--- src/rtl/alarm_ctrl_pkg.sv ---
// Shared definitions for the alarm controller: state codes, state width and
// default timing constants used by the top level and its bench.
package alarm_ctrl_pkg;

  localparam int STATE_W = 3;

  typedef enum logic [STATE_W-1:0] {
    ST_DISARMED    = 3'd0,
    ST_EXIT_DELAY  = 3'd1,
    ST_ARMED       = 3'd2,
    ST_ENTRY_DELAY = 3'd3,
    ST_ALARM       = 3'd4
  } state_t;

  localparam int DEF_CLK_PER_TICK    = 50000;
  localparam int DEF_EXIT_TICKS      = 10000;
  localparam int DEF_ENTRY_TICKS     = 5000;
  localparam int DEF_ALARM_TICKS     = 60000;
  localparam int DEF_BEEP_HALF_TICKS = 250;
  localparam int DEF_TW              = 16;

endpackage

--- src/rtl/alarm_ctrl_tick_prescaler.sv ---
// Free-running clock prescaler producing a one-cycle tick every CLK_PER_TICK
// cycles; only reset clears it.
module tick_prescaler #(
  parameter int CLK_PER_TICK = 50000
) (
  input  logic clk,
  input  logic reset,
  output logic tick
);

  localparam int CW = (CLK_PER_TICK > 1) ? $clog2(CLK_PER_TICK) : 1;
  localparam logic [CW-1:0] LAST = CW'(CLK_PER_TICK - 1);

  logic [CW-1:0] cnt_r;

  // wrap-around cycle counter
  always_ff @(posedge clk or posedge reset) begin
    if (reset) begin
      cnt_r <= '0;
    end else if (cnt_r == LAST) begin
      cnt_r <= '0;
    end else begin
      cnt_r <= cnt_r + CW'(1);
    end
  end

  assign tick = (cnt_r == LAST);

endmodule

--- src/rtl/alarm_ctrl.sv ---
// Intrusion alarm arm/disarm sequencer with exit/entry delays and buzzer drive.
// Optional tamper input and forced-alarm path enabled by `define ALARM_TAMPER_EN.
module alarm_ctrl
  import alarm_ctrl_pkg::*;
#(
  parameter int CLK_PER_TICK    = DEF_CLK_PER_TICK,
  parameter int EXIT_TICKS      = DEF_EXIT_TICKS,
  parameter int ENTRY_TICKS     = DEF_ENTRY_TICKS,
  parameter int ALARM_TICKS     = DEF_ALARM_TICKS,
  parameter int BEEP_HALF_TICKS = DEF_BEEP_HALF_TICKS,
  parameter int TW              = DEF_TW
) (
  input  logic               clk,
  input  logic               reset,
  input  logic               arm_req,
  input  logic               disarm_req,
  input  logic               motion_ok,
`ifdef ALARM_TAMPER_EN
  input  logic               tamper,
`endif
  output logic               buzzer,
  output logic [STATE_W-1:0] state,
  output logic               armed,
  output logic               alarm_active
);

  localparam logic [TW-1:0] EXIT_LOAD  = TW'(EXIT_TICKS);
  localparam logic [TW-1:0] ENTRY_LOAD = TW'(ENTRY_TICKS);
  localparam logic [TW-1:0] ALARM_LOAD = TW'(ALARM_TICKS);
  localparam logic [TW-1:0] ONE        = TW'(1);
  localparam logic [TW-1:0] BEEP_LAST  = TW'(BEEP_HALF_TICKS - 1);

  logic          tick_s;
  logic          expire_s;
  state_t        state_r,    state_s;
  logic [TW-1:0] timer_r,    timer_s;
  logic [TW-1:0] beep_cnt_r, beep_cnt_s;
  logic          beep_r,     beep_s;
  logic          buzzer_r,   buzzer_s;
  logic          armed_r,    armed_s;
  logic          alarm_r,    alarm_s;

  tick_prescaler #(
    .CLK_PER_TICK (CLK_PER_TICK)
  ) u_prescaler (
    .clk   (clk),
    .reset (reset),
    .tick  (tick_s)
  );

  // a timed state leaves on the tick that finds one tick remaining
  assign expire_s = tick_s && (timer_r == ONE);

  // next-state and timer; disarm outranks everything
  always_comb begin
    state_s = state_r;
    timer_s = timer_r;
    if (disarm_req) begin
      state_s = ST_DISARMED;
    end
`ifdef ALARM_TAMPER_EN
    else if (tamper) begin
      state_s = ST_ALARM;
      timer_s = ALARM_LOAD;
    end
`endif
    else begin
      case (state_r)
        ST_DISARMED: begin
          if (arm_req) begin
            state_s = ST_EXIT_DELAY;
            timer_s = EXIT_LOAD;
          end else begin
            state_s = ST_DISARMED;
          end
        end
        ST_EXIT_DELAY: begin
          if (expire_s) begin
            state_s = ST_ARMED;
          end else if (tick_s) begin
            timer_s = timer_r - ONE;
          end else begin
            timer_s = timer_r;
          end
        end
        ST_ARMED: begin
          if (motion_ok) begin
            state_s = ST_ENTRY_DELAY;
            timer_s = ENTRY_LOAD;
          end else begin
            state_s = ST_ARMED;
          end
        end
        ST_ENTRY_DELAY: begin
          if (expire_s) begin
            state_s = ST_ALARM;
            timer_s = ALARM_LOAD;
          end else if (tick_s) begin
            timer_s = timer_r - ONE;
          end else begin
            timer_s = timer_r;
          end
        end
        ST_ALARM: begin
          if (expire_s) begin
            state_s = ST_ARMED;
          end else if (tick_s) begin
            timer_s = timer_r - ONE;
          end else begin
            timer_s = timer_r;
          end
        end
        default: begin
          state_s = ST_DISARMED;
        end
      endcase
    end
  end

  // beep pattern restarts high on every state change, then toggles per half period
  always_comb begin
    beep_cnt_s = beep_cnt_r;
    beep_s     = beep_r;
    if (state_s != state_r) begin
      beep_cnt_s = '0;
      beep_s     = 1'b1;
    end else if (tick_s && (beep_cnt_r == BEEP_LAST)) begin
      beep_cnt_s = '0;
      beep_s     = ~beep_r;
    end else if (tick_s) begin
      beep_cnt_s = beep_cnt_r + ONE;
    end else begin
      beep_cnt_s = beep_cnt_r;
    end
  end

  // output decode from the next state so outputs align with state
  always_comb begin
    buzzer_s = 1'b0;
    armed_s  = 1'b1;
    alarm_s  = 1'b0;
    case (state_s)
      ST_DISARMED:    armed_s  = 1'b0;
      ST_EXIT_DELAY:  buzzer_s = beep_s;
      ST_ARMED:       buzzer_s = 1'b0;
      ST_ENTRY_DELAY: buzzer_s = beep_s;
      ST_ALARM: begin
        buzzer_s = 1'b1;
        alarm_s  = 1'b1;
      end
      default: begin
        armed_s  = 1'b0;
      end
    endcase
  end

  // state, timer, beep and output registers
  always_ff @(posedge clk or posedge reset) begin
    if (reset) begin
      state_r    <= ST_DISARMED;
      timer_r    <= '0;
      beep_cnt_r <= '0;
      beep_r     <= 1'b0;
      buzzer_r   <= 1'b0;
      armed_r    <= 1'b0;
      alarm_r    <= 1'b0;
    end else begin
      state_r    <= state_s;
      timer_r    <= timer_s;
      beep_cnt_r <= beep_cnt_s;
      beep_r     <= beep_s;
      buzzer_r   <= buzzer_s;
      armed_r    <= armed_s;
      alarm_r    <= alarm_s;
    end
  end

  assign state        = state_r;
  assign buzzer       = buzzer_r;
  assign armed        = armed_r;
  assign alarm_active = alarm_r;

endmodule
--- config.mk ---
export PLATFORM = sky130hd
export DESIGN_NAME = alarm_ctrl
export DESIGN_NICKNAME = d
export VERILOG_FILES = /design/src/rtl/alarm_ctrl_pkg.sv /design/src/rtl/alarm_ctrl_tick_prescaler.sv /design/src/rtl/alarm_ctrl.sv
export SDC_FILE = /design/constraint.sdc
export NUM_CORES = 1
export LEC_CHECK = 0
export CELL_PAD_IN_SITES_DETAIL_PLACEMENT = 0
export CELL_PAD_IN_SITES_GLOBAL_PLACEMENT = 1
export CORE_ASPECT_RATIO = 0.8
export CORE_UTILIZATION = 50
export CTS_CLUSTER_SIZE = 30
export DETAILED_ROUTE_END_ITERATION = 16
export DONT_BUFFER_PORTS = 1
export GPL_ROUTABILITY_DRIVEN = 0
export PLACE_DENSITY_LB_ADDON = 0.1
export SYNTH_ARGS = -nofsm -noshare
export SYNTH_HDL_FRONTEND = slang
export SYNTH_SLANG_ARGS = --single-unit
--- constraint.sdc ---
create_clock -name clk -period 3.15 [get_ports clk]
set_clock_uncertainty 0.05 [all_clocks]
set_input_delay 0.7875 -clock clk [delete_from_list [all_inputs] [get_ports clk]]
set_output_delay 0.7875 -clock clk [all_outputs]
set_load 0.02 [all_outputs]
==> results of run 1 <==
[routing by layer]
metal / track usage, % / routed length (µm)
met1: 35.32 / 3767
met2: 34.74 / 3101
met3: 3.579 / 364
met4: 6.424 / 68
met5: 0 / 0
[worst max-delay path by stage]
stage | endpoint | depth (start not counted) | slack (ns)
2_1_floorplan | alarm_active | 1 | 0.97
3_3_place_gp | beep_cnt_r[3] | 8 | 0.64
3_5_place_dp | beep_cnt_r[3] | 8 | 0.58
4_1_cts | beep_cnt_r[6] | 8 | 0.55
5_1_grt | beep_cnt_r[3] | 8 | 0.34
6_report | beep_cnt_r[6] | 8 | 0.58
[synth_stat cells (2+ instances only)]
library cell	count
a31oi_1	7
and4bb_2	2
or3_1	3
buf_2	6
xor2_1	15
inv_1	12
mux2i_1	2
o21ai_4	2
a21oi_1	26
and4_1	2
clkbuf_1	3
o21a_1	3
nor3_1	17
a21o_1	2
nand3_1	12
nor4_4	2
or2_2	2
nand4_1	7
nor2_1	41
o21ai_0	26
nand2b_1	5
a211oi_1	2
a21boi_0	2
and3_1	10
o21ai_1	2
buf_6	2
dfrtp_1	55
nor4_2	2
nor4_1	5
nand3b_1	3
xnor2_1	8
o31ai_1	4
nand2_1	32
ha_1	5
[cells by family after synthesis]
| logic type | share of synthesized area, % |
|---|---|
| AO/OA/AOI/OAI | 17.04 |
| XOR/XNOR | 6.207 |
| adder cells (fa/ha/maj) | 1.928 |
| buffers and inverters | 3.508 |
| flip-flops | 42.41 |
| multiplexers | 0.6168 |
| AND/OR/NAND/NOR | 28.30 |
[registers in the layout, summed over array words and instances, names as in the netlist]
signal / cells
beep_cnt_r: 16
timer_r: 16
u_prescaler.cnt_r: 16
state: 3
alarm_active: 1
armed: 1
beep_r: 1
buzzer: 1
[placed cells by master, fill, tap and decap left out, drive strengths merged, types with 3 or more instances in the layout]
cell type,count
a31oi,7
nor3,17
nor4,9
inv,14
dfrtp,55
or3,4
xnor2,8
nand4,9
nor2,41
nor4b,3
o21a,3
o31ai,5
nand3b,3
a21oi,26
nand2,32
buf,8
ha,5
and3,10
xor2,15
nand3,12
or2,4
nand2b,5
clkbuf,5
o21ai,31
[cell type report]
cell class | instances | share of cell area [%]
clock buffer | 5 | 2.004
clock inverter | 3 | 0.7653
inverter | 12 | 1.312
multi-input combinational | 278 | 51.13
sequential | 55 | 40.09
tap | 81 | 2.952
timing repair buffer | 8 | 1.749
[power by group through the flow]
stage | combinational [mW] | clock, mW | sequential (mW)
finish | 0.106 | 0.423 | 0.739
CTS | 0.106 | 0.436 | 0.739
global placement | 0.105 | 0 | 0.752
global route | 0.119 | 0.452 | 0.742
detailed placement | 0.106 | 0 | 0.753
floorplan | 0.0823 | 0 | 0.750
[critical path, cell delays in order (launching register included)]
cell	delay, ns
dfrtp_1	0.39
inv_1	0.11
ha_1	0.16
nor4b_2	0.29
nand4_2	0.27
o21ai_4	0.35
o31a_1	0.51
or2_1	0.26
nor2_1	0.07
[per-stage QoR]
step / instances / cell area, µm² / worst slack (ns) / util [%]
global route: 442 / 3433 / 0.3424 / 56.58
floorplan: 357 / 3246 / 0.9696 / -
finish: 442 / 3433 / 0.5763 / 56.58
CTS: 442 / 3433 / 0.5451 / 56.58
detailed placement: 434 / 3338 / 0.5826 / 55.01
global placement: 434 / 3338 / 0.6408 / 55.01
==> out/qor_table.md, run 1 <==
| Step | Parameter | This run |
| --- | --- | --- |
| power and ir drop | Clk pwr share | 33.4% |
| floorplanning | Num ports | 11 |
| global route | Maximum number of pins on one net before global-route repair | 25 |
| synth | Top flip-flop cell by instance count after synthesis | dfrtp_1 |
| global route | All-Layer GR Usage | 23.29% |
| power and ir drop | Sequential share of power | 58.3% |
| critical path | Worst reg2reg endpoint | beep_cnt_r[6] |
| worst hold path | Hold Path Class | input pin to async pin |
| floorplanning | Core area | 6068 µm² |
| synth | Synthesized cell area | 3246 µm² |
| synth | Share of Yosys cell area claimed by the top area cell type | 42.41% |
| critical path | R2R cell count | 8 |
| critical path | Origin of the critical flop-to-flop path | timer_r[1] |
| synth | Count of flip-flops with a built-in enable after synthesis | 0 |
| finish | Area growth from synthesis to final layout | 5.782% |
| timing | Total negative slack for setup checks | 0 ns |
| clock network | Clock Latency Late Sink | 0.32 ns |
| floorplanning | Full die area | 6819 µm² |
| clock network | Number of CTS-inserted buffers | 5 |
| power and ir drop | Pwr per Cell Area | 369.4 nW/µm² |
| timing | Number of pins with negative max-slew slack in the final report | 0 |
| finish | Nets@finish | 370 |
| global route | Vias in the first global route | 2439 |
| power and ir drop | Internal Power | 917.3 µW |
| clock network | Number of clock sinks | 55 |
| synth | Net Count, Synth | 367 |
| timing | Period utilisation layout | 81.70% |
| clock network | H-tree depth | 2 |
| clock network | Clock Tree Root | clkbuf_8 |
| timing | Unrepaired setup endpoints after global routing | no |
| synth | Mean instance size in the synthesized netlist | 9.091 µm² |
| placed design | Detailed Place HPWL | 5265 µm |
| clock network | Clock Tree Buf Depth | 2 |
| clock network | Post-CTS Hold Fix Bufs | 0 |
| synth | Seq/Total Area, Yosys | 42.41% |
| timing | Worst-Margin Slew | 0.6603 ns |
| critical path | Worst EP arrival | 2.73 ns |
| run status | Run status | finished, final reports clean |
| timing | Worst relative slew slack | 55.61% |
| timing | Maximum clock rate | 388.6 MHz |
| drt | Final routed wirelength across all metal layers | 7301 µm |
| power and ir drop | Share of power burned in combinational logic | 8.3% |
| placed design | Port buffer count | 0 |
| drt | DRC violations left | 0 |
| synth | Post-synth top area cell | dfrtp_1 |
| power and ir drop | Pleak | 1.446 nW |
| critical path | Required time at the worst-slack endpoint | 3.31 ns |
| clock network | Post-cts sizing count | 0 |
| synth | Number of synthesized register bits | 55 |
| drt | Number of optimization iterations in the first detailed-route pass | 4 |
| critical path | Largest fanout on the critical path | 13 |
| critical path | Type of element launching the critical path | flip-flop |
| synth | Top cells by area, synth | dfrtp_1, nor2_1, xor2_1, a21oi_1, o21ai_0 |
| finish | Share of final-layout standard cells stronger than drive strength 1 | 9.972% |
| power and ir drop | Switching power | 350.8 µW |
| drt | Violation count after the first detailed-routing iteration | 164 |
| drt | Final antenna-violating net count | 0 |
| timing | Hold Worst Slack | 0.2276 ns |
| drt | WL per Instance | 16.52 µm |
| synth | Count of mapped cells out of synthesis | 357 |
| timing | Clock period minus final worst setup slack | 2.574 ns |
| critical path | Startpoint of the most critical setup path | timer_r[1] |
| synth | Async S/R FF share, synth | 100.0% |
| floorplanning | Number of rows in the core area | 25 |
| critical path | Flop-to-flop setup slack | 0.58 ns |
| floorplanning | Die Span Y | 74.06 µm |
| drt | Number of vias after detailed routing | 2620 |
| floorplanning | Initial core utilization | 53.48% |
| clock network | CTS clock-pin slew for the worst setup and hold paths | 0.11 ns |
| global route | Remaining global-route overflow | 0 |
| critical path | Crit end category | flip-flop |
| power and ir drop | Total power draw | 1.268 mW |
| finish | Filler cells | 566 |
| finish | Combined area of the multi-input logic cells | 1755 µm² |
| critical path | Class of the most critical setup path | flip-flop to flip-flop |
| drt | Mean number of vias per cell | 5.928 |
| global route | Wire length of the first global-routing pass | 12390 µm |
| synth | Total of warnings raised by yosys | 0 |
| power and ir drop | Maximum VDD drop | 202.4 µV |
| clock network | TritonCTS clock tree | built |
| finish | Storage cell area | 1376 µm² |
| floorplanning | Die Wd | 92.08 µm |
| clock network | Number of post-CTS setup repair buffers | 0 |
| power and ir drop | Fraction of power spent switching nets | 27.66% |
| finish | Number of antenna cells inserted | 0 |
| global route | Antenna violations before repair | 0 |
| flow run | Count of maximum capacitance violations | 0 |
| synth | Count of distinct cell types in the synthesized netlist | 62 |
| timing | Count of endpoints failing hold in the final timing report | 0 |
| timing | Setup-failing EPs final | 0 |
No activity file was read; power rests on OpenSTA's default activity.
==> inputs of run 2 (changes only) <==
- CORE_UTILIZATION: 50 -> 49
- clock period: 3.15 -> 2.6 ns (I/O delays scaled with it)
==> out/qor_table.md, run 2 (synthesis gave the netlist of run 1 again) <==
| Step | Parameter | This run |
| --- | --- | --- |
| critical path | Crit path max-delay cell type | o21ai_4 |
| worst hold path | Hold Path Class | input pin to async pin |
| clock network | Number of CTS-inserted buffers | 5 |
| critical path | Worst EP arrival | 2.61 ns |
| global route | Maximum number of pins on one net before global-route repair | 56 |
| critical path | Largest fanout on the critical path | 15 |
| drt | Final routed wirelength across all metal layers | 7293 µm |
| clock network | TritonCTS clock tree | built |
| timing | Count of endpoints failing hold in the final timing report | 0 |
| timing | Total negative slack for setup checks | 0 ns |
| finish | Share of final-layout standard cells stronger than drive strength 1 | 11.20% |
| finish | Filler cells | 610 |
| clock network | Number of clock sinks | 55 |
| placed design | Placed cell area | 3379 µm² |
| timing | Maximum clock rate | 407.5 MHz |
| critical path | Class of the most critical setup path | flip-flop to flip-flop |
| critical path | Slowest Stage Delay on Critical Path | 0.38 ns |
| drt | Number of optimization iterations in the first detailed-route pass | 4 |
| drt | WL per Instance | 16.21 µm |
| clock network | CTS clock-pin slew for the worst setup and hold paths | 0.10 ns |
| floorplanning | Full die area | 6955 µm² |
| floorplanning | Die Span Y | 74.80 µm |
| power and ir drop | Maximum VDD drop | 263.7 µV |
| floorplanning | Initial core utilization | 50.90% |
| critical path | Required time at the worst-slack endpoint | 2.75 ns |
| finish | Nets@finish | 375 |
| clock network | Post-cts sizing count | 0 |
| finish | Cell area after layout | 3497 µm² |
| finish | Top flop regs | beep_cnt_r x16, timer_r x16, u_prescaler.cnt_r x16 |
| global route | All-Layer GR Usage | 22.05% |
| power and ir drop | Pwr per Cell Area | 466.3 nW/µm² |
| timing | Setup-failing EPs final | 0 |
| drt | DRC violations left | 0 |
| timing | Worst-Margin Slew | 0.6880 ns |
| power and ir drop | Pleak | 1.483 nW |
| finish | Top library cells by usage in the layout, fill and taps aside | dfrtp_1, nor2_1, nand2_1, o21ai_0, a21oi_1 |
| clock network | Clock Tree Root | clkbuf_8 |
| finish | Number of antenna cells inserted | 0 |
| clock network | Clock Tree Buf Depth | 2 |
| power and ir drop | Sequential share of power | 54.9% |
| power and ir drop | Share of power burned in combinational logic | 8.1% |
| power and ir drop | Clk pwr share | 36.9% |
| floorplanning | Core area | 6376 µm² |
| critical path | Type of element launching the critical path | flip-flop |
| finish | Most common library cell in the layout ignoring fill and taps | dfrtp_1 |
| floorplanning | Num ports | 11 |
| drt | Number of vias after detailed routing | 2609 |
| critical path | Crit end category | flip-flop |
| critical path | Cell-by-cell trace of the critical path | inv_1 > ha_1 > nor4b_2 > nand4_2 > or2_4 > o21ai_4 > a21oi_1 > o2bb2a_2 |
| timing | Number of pins with negative max-slew slack in the final report | 0 |
| power and ir drop | Internal Power | 1.229 mW |
| timing | Worst relative slew slack | 54.13% |
| drt | Violation count after the first detailed-routing iteration | 148 |
| drt | Final antenna-violating net count | 0 |
| global route | Wire length of the first global-routing pass | 11890 µm |
| global route | Vias in the first global route | 2354 |
| clock network | Post-CTS Hold Fix Bufs | 0 |
| finish | Area growth from synthesis to final layout | 7.749% |
| clock network | H-tree depth | 2 |
| timing | Unrepaired setup endpoints after global routing | no |
| placed design | Detailed Place HPWL | 5251 µm |
| floorplanning | Die Wd | 92.99 µm |
| floorplanning | Number of rows in the core area | 26 |
| clock network | Number of post-CTS setup repair buffers | 0 |
| timing | Period utilisation layout | 94.38% |
| run status | Run status | finished, final reports clean |
| clock network | Clock Latency Late Sink | 0.31 ns |
| placed design | Port buffer count | 0 |
| power and ir drop | Switching power | 401.9 µW |
| global route | Antenna violations before repair | 0 |
| timing | Clock period minus final worst setup slack | 2.454 ns |
| power and ir drop | Fraction of power spent switching nets | 24.64% |
| global route | Remaining global-route overflow | 0 |
| drt | Mean number of vias per cell | 5.798 |
| flow run | Count of maximum capacitance violations | 0 |
## run 2: cell count changes in the layout (fill, tap and decap cells not counted)
cell and change:
buf_4 +5, bufinv_16 +1, clkbuf_8 +1, clkinv_2 +1
clkinv_4 -1, inv_6 -2
## run 2: layout make-up
class	instances	area [µm²]	area share, %
well taps	84	105.1	3.005
clock inverters	2	35.03	1.002
repair buffers	13	97.59	2.791
flip-flops and latches	55	1376	39.36
inverters	12	45.04	1.288
clock buffers	6	82.58	2.361
multi-input cells	278	1755	50.20
## run 2: per-layer routing
layer  vias up  part of all wire (%)  routed length (µm)  GRT usage [%]
met2        48                    42                3028          30.88
met3         6                   4.3                 313          3.535
li1       1307                     -                   -              -
met5         -                     0                   0              0
met4         0                  0.82                  60          5.812
met1      1248                    53                3891          34.90
## run 2: path summary, 6_finish.rpt
check | from | end | slack (ns) | cells after the start
worst max-delay path | timer_r[1] | timer_r[4] | 0.15 | 8
worst min-delay path | reset | u_prescaler.cnt_r[0] | 0.35 | 2
worst max register to register | timer_r[1] | timer_r[4] | 0.15 | 8
worst min register to register | u_prescaler.cnt_r[0] | u_prescaler.cnt_r[0] | 0.42 | 1
max in group asynchronous | reset | timer_r[6] | 1.69 | 2
min in group clk | disarm_req | armed | 0.35 | 1
## run 2: worst max-delay path, delay by kind of cell, from the launching register on
family                   cells  cell delay [ns]
flip-flops                   1             0.37
buffers and inverters        1             0.10
AND/OR/NAND/NOR              3             0.97
adder cells (fa/ha/maj)      1             0.15
AO/OA/AOI/OAI                3             0.71
## run 2: per-stage QoR
stage / worst slack (ns) / utilization (%) / hold slack, ns / cells / power (mW)
3_5_place_dp: 0.1712 / 53.00 / 0.4063 / 442 / 1.046
3_3_place_gp: 0.2307 / 53.00 / 0.3859 / 442 / 1.045
2_1_floorplan: 0.5571 / - / 0.3751 / 357 / 1.009
6_report: 0.1461 / 54.85 / 0.3468 / 450 / 1.631
5_1_grt: 0.02068 / 54.85 / 0.3352 / 450 / 1.687
4_1_cts: 0.1433 / 54.85 / 0.3407 / 450 / 1.639
## run 2: power by group through the flow
stage	Clock, mW	Combinational [mW]	Sequential, mW
after floorplan	0	0.0997	0.909
after global placement	0	0.133	0.912
after detailed placement	0	0.134	0.912
after CTS	0.610	0.134	0.895
after global routing	0.640	0.149	0.898
final	0.602	0.132	0.896
==> inputs of run 3 (changes only) <==
- CORE_UTILIZATION: 49 -> 50
- CTS_BUF_LIST: default -> sky130_fd_sc_hd__clkbuf_8
- MAX_ROUTING_LAYER: default -> met4
==> out/qor_table.md, run 3 (synthesis gave the netlist of run 1 again) <==
| Step | Parameter | This run |
| --- | --- | --- |
| run status | Run status | finished, final reports clean |
| clock network | Clock Tree Root | clkbuf_8 |
| finish | Top library cells by usage in the layout, fill and taps aside | dfrtp_1, nor2_1, nand2_1, o21ai_0, a21oi_1 |
| finish | Share of final-layout standard cells stronger than drive strength 1 | 11.68% |
| global route | All-Layer GR Usage | 23.98% |
| clock network | Number of CTS-inserted buffers | 5 |
| critical path | Worst reg2reg endpoint | timer_r[8] |
| critical path | Critical path destination | timer_r[8] |
| placed design | Detailed Place HPWL | 5289 µm |
| timing | Unrepaired setup endpoints after global routing | no |
| power and ir drop | Maximum VDD drop | 422.1 µV |
| clock network | Clock Latency Late Sink | 0.30 ns |
| floorplanning | Initial core utilization | 53.48% |
| timing | Setup-failing EPs final | 0 |
| timing | Count of endpoints failing hold in the final timing report | 0 |
| timing | Maximum clock rate | 416.3 MHz |
| clock network | Post-cts sizing count | 0 |
| drt | DRC violations left | 0 |
| critical path | Largest fanout on the critical path | 10 |
| clock network | Post-CTS Hold Fix Bufs | 0 |
| finish | Top flop regs | beep_cnt_r x16, timer_r x16, u_prescaler.cnt_r x16 |
| clock network | TritonCTS clock tree | built |
| floorplanning | Number of rows in the core area | 25 |
| timing | Clock period minus final worst setup slack | 2.402 ns |
| drt | Violation count after the first detailed-routing iteration | 163 |
| critical path | Type of element launching the critical path | flip-flop |
| drt | Final routed wirelength across all metal layers | 7349 µm |
| critical path | Startpoint of the most critical setup path | timer_r[1] |
| clock network | CTS clock-pin slew for the worst setup and hold paths | 0.10 ns |
| floorplanning | Die Wd | 92.08 µm |
| finish | Layout Utilization | 57.94% |
| finish | Nets@finish | 377 |
| critical path | Origin of the critical flop-to-flop path | timer_r[1] |
| global route | Vias in the first global route | 2457 |
| clock network | Number of post-CTS setup repair buffers | 0 |
| critical path | Class of the most critical setup path | flip-flop to flip-flop |
| floorplanning | Full die area | 6819 µm² |
| drt | Mean number of vias per cell | 5.918 |
| drt | Number of optimization iterations in the first detailed-route pass | 5 |
| critical path | Flop-to-flop setup slack | 0.20 ns |
| drt | Number of vias after detailed routing | 2657 |
| flow run | Count of maximum capacitance violations | 0 |
| finish | Area growth from synthesis to final layout | 8.327% |
| timing | Total negative slack for setup checks | 0 ns |
| worst hold path | Hold Path Class | input pin to async pin |
| power and ir drop | Pwr per Cell Area | 458.0 nW/µm² |
| finish | Number of antenna cells inserted | 0 |
| power and ir drop | Pleak | 1.494 nW |
| timing | Number of pins with negative max-slew slack in the final report | 0 |
| critical path | Crit end category | flip-flop |
| timing | Worst relative slew slack | 59.58% |
| placed design | Port buffer count | 0 |
| drt | WL per Instance | 16.37 µm |
| floorplanning | Core area | 6068 µm² |
| critical path | R2R cell count | 9 |
| timing | Worst-Margin Slew | 0.6055 ns |
| floorplanning | Die Span Y | 74.06 µm |
| critical path | Required time at the worst-slack endpoint | 2.73 ns |
| global route | Antenna violations before repair | 0 |
| timing | Period utilisation layout | 92.40% |
| clock network | Number of clock sinks | 55 |
| clock network | Clock Tree Buf Depth | 2 |
| drt | Final antenna-violating net count | 0 |
| clock network | H-tree depth | 2 |
| critical path | Worst EP arrival | 2.54 ns |
| floorplanning | Num ports | 11 |
| global route | Maximum number of pins on one net before global-route repair | 29 |
| finish | Most common library cell in the layout ignoring fill and taps | dfrtp_1 |
| global route | Wire length of the first global-routing pass | 12480 µm |
| global route | Remaining global-route overflow | 0 |
==> run 3: cell types whose count changed in the layout (fill, tap and decap cells not counted), sizes merged <==
| cell | before | now |
|---|---|---|
| buf | 13 | 15 |
| clkbuf | 6 | 5 |
| clkinv | 1 | 2 |
==> run 3: layer usage <==
layer  GRT usage (%)  vias up  wire (µm)
met4           4.167        0         44
met3           3.885        6        323
li1                -     1302          -
met2           34.00       65       3166
met5               -        -          0
met1           36.32     1284       3814
==> run 3: stage by stage <==
stage / hold slack, ns / setup WS, ns / std cells / cell area [µm²] / total power [mW]
2_1_floorplan: 0.3751 / 0.5571 / 357 / 3246 / 1.009
3_3_place_gp: 0.3868 / 0.2911 / 441 / 3403 / 1.051
3_5_place_dp: 0.4006 / 0.2462 / 441 / 3403 / 1.052
4_1_cts: 0.2555 / 0.2085 / 449 / 3516 / 1.622
5_1_grt: 0.2761 / 0.05205 / 449 / 3516 / 1.679
6_report: 0.2345 / 0.1976 / 449 / 3516 / 1.610
==> run 3: final cells by class <==
class | instances | area, µm²
Clock buffer | 5 | 68.82
Inverter | 12 | 45.04
Fill cell | 568 | 2552
Multi-Input combinational cell | 278 | 1755
Sequential cell | 55 | 1376
Tap cell | 81 | 101.3
Timing Repair Buffer | 15 | 125.1
Clock inverter | 3 | 43.79
==> run 3: worst min-delay path by stage <==
stage	from	end	slack, ns	cells past startpoint
floorplan	u_prescaler.cnt_r[0]	u_prescaler.cnt_r[0]	0.38	1
global placement	u_prescaler.cnt_r[0]	u_prescaler.cnt_r[0]	0.39	1
detailed placement	u_prescaler.cnt_r[0]	u_prescaler.cnt_r[0]	0.40	1
CTS	reset	beep_cnt_r[11]	0.26	1
global route	reset	beep_cnt_r[9]	0.28	1
finish	reset	beep_cnt_r[9]	0.23	1
==> run 3: critical path: stages, from the launching register on <==
cell	delay, ns
dfrtp_1	0.38
inv_1	0.11
ha_1	0.16
nor4b_2	0.27
nand4_2	0.27
or2_4	0.35
o21ai_4	0.30
buf_4	0.21
nor2_1	0.05
a2bb2oi_1	0.13
==> run 3: power breakdown <==
group	switching, mW	total (mW)	leakage [nW]	internal, mW
combinational	0.0899	0.139	0.710	0.0492
sequential	0.0261	0.897	0.726	0.871
clock	0.286	0.574	0.0581	0.287
